[config.mk]
export PLATFORM = sky130hd
export DESIGN_NAME = hub75_rx
export DESIGN_NICKNAME = d
export VERILOG_FILES = /design/src/rtl/hub75_rx.sv
export SDC_FILE = /design/constraint.sdc
export NUM_CORES = 1
export LEC_CHECK = 0
export ABC_AREA = 1
export ABC_CLOCK_PERIOD_IN_PS = 3520
export CORE_MARGIN = 1
export CORE_UTILIZATION = 55
export CTS_CLUSTER_DIAMETER = 100
export DETAILED_ROUTE_END_ITERATION = 16
export GPL_TIMING_DRIVEN = 0
export PLACE_DENSITY_LB_ADDON = 0.15
export SETUP_SLACK_MARGIN = 0.1
export SLEW_MARGIN = 10
export SYNTH_ARGS = -nofsm -noshare
export SYNTH_HDL_FRONTEND = slang
export SYNTH_SLANG_ARGS = --single-unit
export TNS_END_PERCENT = 1
[constraint.sdc]
create_clock -name clk -period 3.52 [get_ports clk]
set_clock_uncertainty 0.2 [all_clocks]
set_input_delay 0.528 -clock clk [delete_from_list [all_inputs] [get_ports clk]]
set_output_delay 0.528 -clock clk [all_outputs]
set_load 0.05 [all_outputs]
[src/rtl/hub75_rx.sv]
`default_nettype none
// ============================================================================
// Module   : hub75_rx
// Purpose  : HUB75 panel-side receiver; rebuilds each shifted row as a pixel
//            stream with double-buffered capture. Define
//            HUB75_RX_WIDTH_CHECK_EN to compile in the err_width check.
// Revision : 1.0 - initial release
// ============================================================================
module hub75_rx #(
  parameter int WIDTH = 64,
  parameter int XW    = 6
) (
  input  logic          clk,
  input  logic          rst,
  input  logic          hub_clk,
  input  logic          hub_latch,
  input  logic          hub_oe,
  input  logic [3:0]    hub_addr,
  input  logic [5:0]    hub_rgb,
  input  logic          err_clr,
  output logic          pix_valid,
  input  logic          pix_ready,
  output logic [XW-1:0] pix_x,
  output logic [3:0]    pix_row,
  output logic [5:0]    pix_rgb,
  output logic          pix_sof,
  output logic          row_done,
  output logic          err_overrun,
  output logic          err_width,
  output logic [7:0]    oe_pulses
);

  localparam logic [XW:0] c_width_cnt = (XW+1)'(WIDTH);

  typedef enum logic [0:0] {
    S_IDLE  = 1'b0,
    S_DRAIN = 1'b1
  } state_t;

  // [0]/[1] are the two sync stages, [2] is the delayed copy for edge detect
  logic [2:0] r_clk_sync, r_lat_sync, r_oe_sync;
  logic [3:0] r_addr_s1, r_addr_s2;
  logic [5:0] r_rgb_s1, r_rgb_s2;

  always_ff @(posedge clk or posedge rst) begin
    if (rst) begin
      r_clk_sync <= '0;
      r_lat_sync <= '0;
      r_oe_sync  <= '0;
      r_addr_s1  <= '0;
      r_addr_s2  <= '0;
      r_rgb_s1   <= '0;
      r_rgb_s2   <= '0;
    end else begin
      r_clk_sync <= {r_clk_sync[1:0], hub_clk};
      r_lat_sync <= {r_lat_sync[1:0], hub_latch};
      r_oe_sync  <= {r_oe_sync[1:0], hub_oe};
      r_addr_s1  <= hub_addr;
      r_addr_s2  <= r_addr_s1;
      r_rgb_s1   <= hub_rgb;
      r_rgb_s2   <= r_rgb_s1;
    end
  end

  logic w_clk_rise, w_lat_rise, w_oe_rise;
  assign w_clk_rise = r_clk_sync[1] & ~r_clk_sync[2];
  assign w_lat_rise = r_lat_sync[1] & ~r_lat_sync[2];
  assign w_oe_rise  = r_oe_sync[1]  & ~r_oe_sync[2];

  logic [XW:0] r_col, w_col_next, w_n_minus1;
  logic        w_col_full, w_shift;
  assign w_col_full = (r_col == c_width_cnt);
  assign w_shift    = w_clk_rise & ~w_col_full;
  assign w_col_next = r_col + (XW+1)'(w_shift);
  assign w_n_minus1 = w_col_next - (XW+1)'(1);

  logic       r_wsel;
  logic [5:0] r_buf0 [WIDTH];
  logic [5:0] r_buf1 [WIDTH];

  always_ff @(posedge clk) begin
    if (w_shift && !r_wsel) r_buf0[r_col[XW-1:0]] <= r_rgb_s2;
    if (w_shift &&  r_wsel) r_buf1[r_col[XW-1:0]] <= r_rgb_s2;
  end

  state_t        r_state;
  logic [XW-1:0] r_idx, r_last, w_idx_inc, w_last;
  logic [3:0]    r_row;
  logic [5:0]    r_rgb, w_first_rgb, w_next_rgb;
  logic          r_valid, r_sof, r_row_done, r_err_ovr;

  assign w_idx_inc = r_idx + XW'(1);
  assign w_last    = w_n_minus1[XW-1:0];
  // Column 0 may be written in the very cycle the latch is seen; bypass it.
  assign w_first_rgb = (w_shift && (r_col == '0)) ? r_rgb_s2 :
                       (r_wsel ? r_buf1[0] : r_buf0[0]);
  assign w_next_rgb  = r_wsel ? r_buf0[w_idx_inc] : r_buf1[w_idx_inc];

  always_ff @(posedge clk or posedge rst) begin
    if (rst) begin
      r_state    <= S_IDLE;
      r_col      <= '0;
      r_wsel     <= 1'b0;
      r_idx      <= '0;
      r_last     <= '0;
      r_row      <= '0;
      r_rgb      <= '0;
      r_valid    <= 1'b0;
      r_sof      <= 1'b0;
      r_row_done <= 1'b0;
      r_err_ovr  <= 1'b0;
    end else begin
      r_row_done <= 1'b0;
      if (err_clr) r_err_ovr <= 1'b0;

      if (r_state == S_DRAIN && pix_ready) begin
        if (r_idx == r_last) begin
          r_state    <= S_IDLE;
          r_valid    <= 1'b0;
          r_sof      <= 1'b0;
          r_row_done <= 1'b1;
        end else begin
          r_idx <= w_idx_inc;
          r_rgb <= w_next_rgb;
          r_sof <= 1'b0;
        end
      end

      if (w_lat_rise) begin
        r_col <= '0;
        if (r_state == S_IDLE) begin
          r_wsel <= ~r_wsel;
          r_last <= w_last;
          if (w_col_next == '0) begin
            r_row_done <= 1'b1;
          end else begin
            r_state <= S_DRAIN;
            r_valid <= 1'b1;
            r_idx   <= '0;
            r_row   <= r_addr_s2;
            r_rgb   <= w_first_rgb;
            r_sof   <= (r_addr_s2 == 4'd0);
          end
        end else begin
          r_err_ovr <= 1'b1;
        end
      end else begin
        r_col <= w_col_next;
      end
    end
  end

`ifdef HUB75_RX_WIDTH_CHECK_EN
  logic r_extra, r_err_wid, w_width_bad;
  assign w_width_bad = w_lat_rise &
                       ((w_col_next != c_width_cnt) | r_extra | (w_clk_rise & w_col_full));

  always_ff @(posedge clk or posedge rst) begin
    if (rst) begin
      r_extra   <= 1'b0;
      r_err_wid <= 1'b0;
    end else begin
      if (w_lat_rise)                   r_extra <= 1'b0;
      else if (w_clk_rise & w_col_full) r_extra <= 1'b1;
      if (w_width_bad)  r_err_wid <= 1'b1;
      else if (err_clr) r_err_wid <= 1'b0;
    end
  end
  assign err_width = r_err_wid;
`else
  assign err_width = 1'b0;
`endif

  logic [7:0] r_oe_cnt;
  always_ff @(posedge clk or posedge rst) begin
    if (rst)            r_oe_cnt <= '0;
    else if (w_oe_rise) r_oe_cnt <= r_oe_cnt + 8'd1;
  end

  assign pix_valid   = r_valid;
  assign pix_x       = r_idx;
  assign pix_row     = r_row;
  assign pix_rgb     = r_rgb;
  assign pix_sof     = r_sof;
  assign row_done    = r_row_done;
  assign err_overrun = r_err_ovr;
  assign oe_pulses   = r_oe_cnt;

endmodule
`default_nettype wire

Word-level counts from Yosys, hierarchy flattened
Memory sizes are Yosys's and may differ from the RTL's.
Cells that the tools add are included.
{ "totals": {"output_inout_bits": 29, "register_bits": 72, "ramBits": 768, "wordCells": 88, "memories": 2, "input_bits": 17} }
{ "mem_list": {"columns": ["memory", "depth", "word_bits", "read_ports", "rd_clocked_by_memory_dff", "write_ports", "line", "rtl"], "rows": [
  ["r_buf0", 64, 6, 2, 0, 1, "78", "logic [5:0] r_buf0 [WIDTH];"],
  ["r_buf1", 64, 6, 2, 0, 1, "79", "logic [5:0] r_buf1 [WIDTH];"]
]} }
{ "op_classes": {"bitwise_logic": 11, "n_reduce_logical": 10, "eq_ne": 2, "addsub": 4, "n_mux": 40} }
{ "ops": {"columns": ["operator", "count"], "rows": [
  ["2-to-1 mux 6 bit", 13],
  ["2-to-1 mux 1 bit", 26],
  ["zero test 7 bit", 2],
  ["adder 8 x 1 -> 8 bit, second input constant", 1],
  ["adder 7 x 1 -> 7 bit", 1],
  ["== test 7 bit, second input constant", 1],
  ["2-to-1 mux 7 bit", 1],
  ["NOT 1 bit", 7],
  ["adder 6 x 1 -> 6 bit, second input constant", 1],
  ["== test 6 bit", 1],
  ["subtractor 6 x 1 -> 6 bit, second input constant", 1],
  ["AND 1 bit", 4],
  ["logical AND 1 bit", 4],
  ["zero test 4 bit", 1],
  ["AND reduction 3 bit", 1],
  ["AND reduction 2 bit", 1],
  ["zero test 1 bit", 1]
]} }

Longest topological paths before layout
Gate-level depths: netlist of the first run.
{ "logic_depth": {"word_depth": 8, "mapped_depth": 19, "mapped_depth_nobuf": 18} }

Worst setup path after synthesis of the first run
OpenSTA, ideal clock, no wires.
{ "synth_timing": {"path_type": "register to register", "start": "register r_col[4]", "end": "register r_rgb[0] (netlist: pix_rgb[0])", "stages_incl_launch_ff": 20, "required_ns": 3.243, "slack_ns": 0.404, "synth_period_minus_slack_ns": 3.116, "n_path_buf": 2, "t_arrival_ns": 2.838, "setup_ns": 0.077, "path_cell_list": "dfrtp_1 nor2_1 inv_1 nor2_1 and2_1 buf_2 a211oi_2 ha_1 ha_1 nand2_1 inv_1 nand2_1 xor2_1 inv_1 nor3_1 nand3_1 nand2_2 buf_2 nor2_1 a21oi_1"} }
{ "synth_via": {"elab_chain_len": 8, "elab_cells_between_ends": 11, "classes_between": "add/sub (1); eq/ne (1); mux (4); bitwise (2); reduce/logical (3)"} }
{ "synth_lines": {"columns": ["element", "line", "rtl"], "rows": [
  ["start, declared", "70", "logic [XW:0] r_col, w_col_next, w_n_minus1;"],
  ["start signal, assigned", "148", "r_col <= w_col_next;"],
  ["== test 7 bit", "72", "assign w_col_full = (r_col == c_width_cnt);"],
  ["NOT 1 bit", "73", "assign w_shift = w_clk_rise & ~w_col_full;"],
  ["AND 1 bit", "73", null],
  ["adder 7 x 1 -> 7 bit or logical AND 1 bit (tied branches)", "74, 95", null],
  ["zero test 7 bit or 2-to-1 mux 6 bit (tied branches)", "134, 95", null],
  ["2-to-1 mux 6 bit *", "134", "if (w_col_next == '0) begin"],
  ["2-to-1 mux 6 bit *", "131", "if (r_state == S_IDLE) begin"],
  ["2-to-1 mux 6 bit *", "129", "if (w_lat_rise) begin"],
  ["end signal, assigned", "124", "r_rgb <= w_next_rgb;"],
  ["end signal, assigned", "141", "r_rgb <= w_first_rgb;"],
  ["end, declared", "89", "logic [5:0] r_rgb, w_first_rgb, w_next_rgb;"]
]} }
Mark *: on every way between the ends. The rest lies on a longest branch, timed or not.
A chain may end at the register's enable or synchronous reset.

Final worst setup path of the first run
{ "layout_timing": {"start": "register r_idx[0] (netlist: pix_x[0])", "end": "register r_rgb[2] (netlist: pix_rgb[2])"} }
{ "layout_via": {"elab_chain_len": 8, "elab_cells_between_ends": 10, "classes_between": "add/sub (1); eq/ne (1); mux (6); memory (2)"} }
{ "layout_lines": {"columns": ["element", "line", "rtl"], "rows": [
  ["start, declared", "87", "logic [XW-1:0] r_idx, r_last, w_idx_inc, w_last;"],
  ["start signal, assigned", "123", "r_idx <= w_idx_inc;"],
  ["adder 6 x 1 -> 6 bit", "92", "assign w_idx_inc = r_idx + XW'(1);"],
  ["memory (64 x 6 bit) (on tied branches)", null, null],
  ["2-to-1 mux 6 bit", "97", "assign w_next_rgb = r_wsel ? r_buf0[w_idx_inc] : r_buf1[w_idx_inc];"],
  ["2-to-1 mux 6 bit *", "117", "if (r_idx == r_last) begin"],
  ["2-to-1 mux 6 bit *", "116", "if (r_state == S_DRAIN && pix_ready) begin"],
  ["2-to-1 mux 6 bit", "134", null],
  ["2-to-1 mux 6 bit", "131", null],
  ["2-to-1 mux 6 bit *", "129", null]
]} }
Marks and branches as above.

==> results of run 1 <==
==> how the worst max path moves through the flow <==
stage | from | endpoint | slack (ns)
after floorplan | r_col[4] | pix_rgb[0] | 0.40
after global placement | r_rgb_s2[1] | r_buf0[54][1] | -1.56
after detailed placement | pix_x[0] | pix_rgb[0] | -0.64
after CTS | r_col[5] | pix_rgb[2] | 0.08
after global routing | r_col[5] | pix_sof | -0.02
final | pix_x[0] | pix_rgb[2] | -0.02
==> state kept, by name, indices dropped and copies added (netlist names) <==
| signal | cells |
|---|---|
| pix_rgb | 6 |
| pix_row | 4 |
| r_clk_sync | 3 |
| r_addr_s2 | 4 |
| r_lat_sync | 3 |
| r_buf0 | 384 |
| r_col | 7 |
| r_rgb_s1 | 6 |
| r_oe_sync | 3 |
| pix_sof | 1 |
| err_overrun | 1 |
| pix_x | 6 |
| r_rgb_s2 | 6 |
| pix_valid | 1 |
| oe_pulses | 8 |
| r_last | 6 |
| r_wsel | 1 |
| r_state | 1 |
| r_buf1 | 384 |
| r_addr_s1 | 4 |
| row_done | 1 |
==> stage by stage <==
step | utilization [%] | setup WS [ns] | setup TNS, ns | total power [mW] | instances
5_1_grt | 63.8 | -0.0205 | -0.0331 | 38.5 | 4398
2_1_floorplan | - | 0.404 | 0 | 20.6 | 3323
3_5_place_dp | 58.9 | -0.636 | -26.83 | 27.5 | 4231
4_1_cts | 63.6 | 0.0803 | 0 | 36.7 | 4393
3_3_place_gp | 58.2 | -1.56 | -1331.00 | 27.2 | 4213
6_report | 63.8 | -0.0165 | -0.0165 | 37.3 | 4398
==> Yosys cell counts (all sizes together) <==
cell	number	area [sq um]
and2	1	6.26
nor4	1	6.26
clkinv	2	7.51
clkbuf	81	304
dfrtp	72	1800
a211oi	2	20.0
nand3	448	2240
mux2	1	11.3
xor2	18	173
xnor2	3	33.8
nand4	3	18.8
o211ai	7	52.6
nor2	456	1710
nand2	1010	3800
conb	1	3.75
buf	105	561
or2	2	12.5
o21ai	148	741
ha	6	75.1
edfxtp	768	23100
a21oi	7	35.0
o31ai	1	7.51
inv	169	634
nor3	11	60.1
==> what timing repair did <==
action | in CTS | in global routing
setup endpoints to repair | 381 | 48
hold endpoints to repair | 4 | 0
resized for setup | 51 | 39
hold buffers | 1 | 0
cloned | 0 | 0
buffers inserted | 4 | 5
pin swaps | 5 | 4
==> routing by layer <==
metal / part of all wire (%) / track usage (%) / vias to the layer above
met5: 0.011 / 0 / -
met2: 45 / 53.8 / 1672
met3: 11 / 7.01 / 271
met1: 39 / 49.8 / 12508
li1: - / - / 11486
met4: 5.1 / 16.0 / 2
==> report_power, final <==
| part | internal [mW] | total [mW] | leakage [nW] | switching (mW) |
|---|---|---|---|---|
| sequential | 11.1 | 11.4 | 7.77 | 0.281 |
| combinational | 4.33 | 16.7 | 6.37 | 12.4 |
| clock | 5.27 | 9.17 | 1.39 | 3.90 |
==> cell families (layout without fill, tap and decap cells) <==
logic type,Yosys count,in the layout
compound gates,165,165
xor+xnor,21,21
simple gates,1932,1932
fa+ha+maj,6,6
flops,840,840
mux,1,1
buf+inv,357,586
other cells,1,1
==> cell type report <==
class | instances | area share [%]
multi-input combinational | 2126 | 22.6
inverter | 171 | 1.60
tap | 846 | 2.62
clock inverter | 46 | 1.09
timing repair buffer | 72 | 2.20
clock buffer | 111 | 5.85
buffer | 186 | 2.38
sequential | 840 | 61.6
==> results_dict.tcl, run 1 <==
set metrics [dict create \
    p_leak_nw 15.5 \
    dp_hpwl_microns 80600 \
    grt_pass1_wl_microns 166000 \
    slew_viol_final 0 \
    setup_viol 1 \
    grt_pass1_vias 24111 \
    holdCritStartpoint "hub_rgb[1]" \
    whs_path_depth 1 \
    ys_seq_area_share_pct 70.3 \
    crit_type "flip-flop to flip-flop" \
    initial_core_util_pct 55.9 \
    gr-total-overflow 0 \
    final-seq-area_sq_mm 0.0249 \
    synth.cell_area_sq_mm 0.0354 \
    gp_congestion 0.961 \
    cts_max_level 3 \
    end_kind "flip-flop" \
    clock_latency_ns 0.66 \
    crit_slowest_cell "clkbuf_1" \
    multi_input_area_sq_mm 0.00913 \
    synth_cell_types 33 \
    grt_use_total_pct 35.4 \
    cp_top_family "simple AND/OR/NAND/NOR gates" \
    clk_pin_slew_ns 0.06 \
    syn_to_final_growth_pct 14.1 \
    root_buffer "clkbuf_16" \
    drt_iter0_drc 3788 \
    ir_drop_mv 0.680 \
    dr_total_vias 25939 \
    finalWorstSetupSlack_ns -0.0165 \
    rrSetupSlack_ns -0.02 \
    dieArea_sq_mm 0.0653 \
    fin_area_sq_mm 0.0404 \
    synth_fa_ha_area_share_pct 0.212 \
    numCtsBuffers 87 \
    outcome "finished with violations" \
    cp_slowest_stage_delay_ns 0.77 \
    syn_avg_cell_area_sq_um 10.6 \
    rr_worst_depth 12 \
    die_x_microns 256 \
    ant_nets 0 \
    cts.sinks 840 \
    worst_hold_slack_ns 0.116 \
    syn_inst 3323 \
    r2r-end "pix_rgb[2]" \
    worstPathMaxFanout 10 \
    synth_compound_area_share_pct 2.42 \
    min_period_ns 3.54 \
    synth_nets 3346 \
    drive_gt1_share_pct 9.12 \
    max_slew_margin_pct 17.0 \
    maxCapViolCount 0 \
    rsz0062_at_grt "yes" \
    ys_warn_count 0 \
    worstPathRequired_ns 3.88 \
    synth_seq_cells 840 \
    synth-simple-area-share_pct 22.2 \
    antenna_cells 0 \
    hold_path_end "r_rgb_s1[1]" \
    synth_top_family_by_area "simple AND/OR/NAND/NOR gates" \
    cts_tree "yes" \
    final_common_cell "nand2_1" \
    grt_max_degree 71 \
    critPathArrivalTime_ns 3.89 \
    antenna_found_initial 1 \
    worst_path_most_repeated_cell "nand3_1" \
    drc 0 \
    worst_slew_pin_slew_ns 1.24 \
    wl_per_cell_microns 26.3 \
    cp.buffers_inverters 2 \
    portBuffers 44 \
    drt-vias-per-instance 5.90 \
    die_height_microns 256 \
    fin_crit_sh_pct 100 \
    violations "negative setup slack" \
    min_path_type "input port to flip-flop" \
    nNetsFinal 3507 \
    place_area_sq_mm 0.0373 \
    core_sq_mm 0.0633 \
    path_cells "buf_2, clkbuf_1, nor2_1, nor2_1, nand2_1, nand3_1, nand3_1, nand3_1, nand3_1, nand3_1, nand3_1, a21oi_1" \
    path_depth 12 \
    power_density_mw_per_mm2 924 \
    fmax_mhz 283 \
    start_kind "flip-flop" \
    finalHoldViolCount 0 \
    synth_xor_area_share_pct 0.584 \
    io_pins 46 \
    wirelength_microns 116000 \
    final_cell_mix "1007 x nand2_1, 768 x edfxtp_1, 452 x nor2_1" \
    fillers 5012 \
    synthMuxAreaShare_pct 0.0318 \
    num_rows 92 \
    r2r-start "pix_x[0]" \
    drt_pass1_iterations 6 \
    clock_path_buffers 3 \
]
No activity file was read; power rests on OpenSTA's default activity.
==> inputs of run 2 (changes only) <==
--- a/config.mk
+++ b/config.mk
@@ -12,7 +12,7 @@
 export CTS_CLUSTER_DIAMETER = 100
 export DETAILED_ROUTE_END_ITERATION = 16
 export GPL_TIMING_DRIVEN = 0
-export PLACE_DENSITY_LB_ADDON = 0.15
+export PLACE_DENSITY_LB_ADDON = 0.3
 export SETUP_SLACK_MARGIN = 0.1
 export SLEW_MARGIN = 10
 export SYNTH_ARGS = -nofsm -noshare
==> results_dict.tcl, run 2 (synthesis results as in run 1) <==
set metrics [dict create \
    outcome "finished with violations" \
    violations "negative setup slack" \
    dieArea_sq_mm 0.0653 \
    cts.sinks 840 \
    p_leak_nw 15.5 \
    fillers 4909 \
    final_common_cell "nand2_1" \
    root_buffer "clkbuf_16" \
    ir_drop_mv 0.740 \
    power_density_mw_per_mm2 924 \
    post_layout_nonfiller_instances 4393 \
    setup_viol 2 \
    min_period_ns 3.54 \
    nNetsFinal 3504 \
    final_cell_mix "1007 x nand2_1, 768 x edfxtp_1, 446 x nand3_1" \
    syn_to_final_growth_pct 14.1 \
    drt_pass1_iterations 7 \
    slew_viol_final 0 \
    startpoint "pix_x[0]" \
    end_kind "flip-flop" \
    portBuffers 44 \
    cp_slowest_stage_delay_ns 0.61 \
    dp_hpwl_microns 75700 \
    cts_max_level 3 \
    grt_pass1_vias 24061 \
    grt_use_total_pct 33.9 \
    min_path_type "input port to async pin" \
    multi_input_area_sq_mm 0.00919 \
    antenna_cells 0 \
    cp.buffers_inverters 1 \
    finalWorstSetupSlack_ns -0.0215 \
    worst_slew_pin_slew_ns 1.25 \
    drt-vias-per-instance 5.95 \
    ant_nets 0 \
    worstPathMaxFanout 10 \
    crit_slowest_cell "clkbuf_1" \
    final_core_utilization_pct 63.8 \
    r2r-end "pix_rgb[1]" \
    numCtsBuffers 84 \
    placed_cells 4229 \
    drive_gt1_share_pct 9.81 \
    drc 0 \
    finalHoldViolCount 0 \
    dr_total_vias 26128 \
    clock_path_buffers 3 \
    gr-total-overflow 0 \
    drt_iter0_drc 4388 \
    rsz0062_at_grt "yes" \
    path_depth 10 \
    clock_latency_ns 0.65 \
    critPathArrivalTime_ns 3.87 \
    rrSetupSlack_ns -0.02 \
    core_sq_mm 0.0633 \
    fmax_mhz 282 \
    grt_max_degree 69 \
    worstPathRequired_ns 3.84 \
    gp_congestion 1.02 \
    wirelength_microns 111000 \
    initial_core_util_pct 55.9 \
    num_rows 92 \
    rr_worst_depth 10 \
    die_x_microns 256 \
    dpl_worst_slack_ns -0.717 \
    path_cells "ha_2, xor2_4, clkbuf_1, nand3_1, nand3_1, nand3_1, nand3_1, nand3_1, nand3_1, a21oi_1" \
    grt_pass1_wl_microns 159000 \
    fin_crit_sh_pct 101 \
    cp_top_family "simple AND/OR/NAND/NOR gates" \
    wl_per_cell_microns 25.4 \
    maxCapViolCount 0 \
    final-seq-area_sq_mm 0.0249 \
    worst_path_most_repeated_cell "nand3_1" \
    antenna_found_initial 0 \
    max_slew_margin_pct 16.3 \
    crit_type "flip-flop to flip-flop" \
    cts_tree "yes" \
    die_height_microns 256 \
    clk_pin_slew_ns 0.07 \
    io_pins 46 \
    r2r-start "pix_x[0]" \
    start_kind "flip-flop" \
]
## run 2: area by class of cell
cell class	count	area share, %
inverter	171	1.60
buffer	186	2.40
timing repair buffer	71	2.03
sequential	840	61.7
multi-input combinational	2127	22.8
tap	846	2.62
clock inverter	39	1.11
clock buffer	113	5.81
## run 2: metrics by stage
step	setup TNS (ns)	hold WS [ns]	area, sq um	total power [mW]
final	-0.0273	0.0232	40400	37.3
after global routing	0	0.0772	40400	38.3
after global placement	-1213.68	0.132	36900	27.1
after floorplan	0	0.131	35400	20.6
after CTS	0	0.0254	40100	36.3
after detailed placement	-32.19	0.136	37200	27.2
## run 2: power by group
group / total (mW) / switching [mW] / internal (mW) / leakage (nW)
Clock: 9.15 / 3.81 / 5.35 / 1.37
Sequential: 11.4 / 0.306 / 11.1 / 7.77
Combinational: 16.7 / 12.4 / 4.33 / 6.35
Total: 37.3 / 16.5 / 20.8 / 15.5
## run 2: layer usage
metal / track usage [%] / wire, microns
met1: 46.1 / 41000
met2: 51.0 / 49400
met3: 7.62 / 14600
met4: 18.7 / 6420
met5: 0.804 / 43
## run 2: worst max-delay path by stage
stage                          endpoint
final                        pix_rgb[1]
after detailed placement     pix_rgb[0]
after CTS                    pix_rgb[2]
after global placement    r_buf0[55][1]
after floorplan              pix_rgb[0]
after global routing      r_buf1[49][2]
## run 2: what timing repair did
item | in CTS | in global routing
cloned | 0 | 1
hold buffers | 0 | 0
pin swaps | 2 | 3
setup endpoints to repair | 381 | 208
buffers inserted | 2 | 9
gates resized for setup | 39 | 90
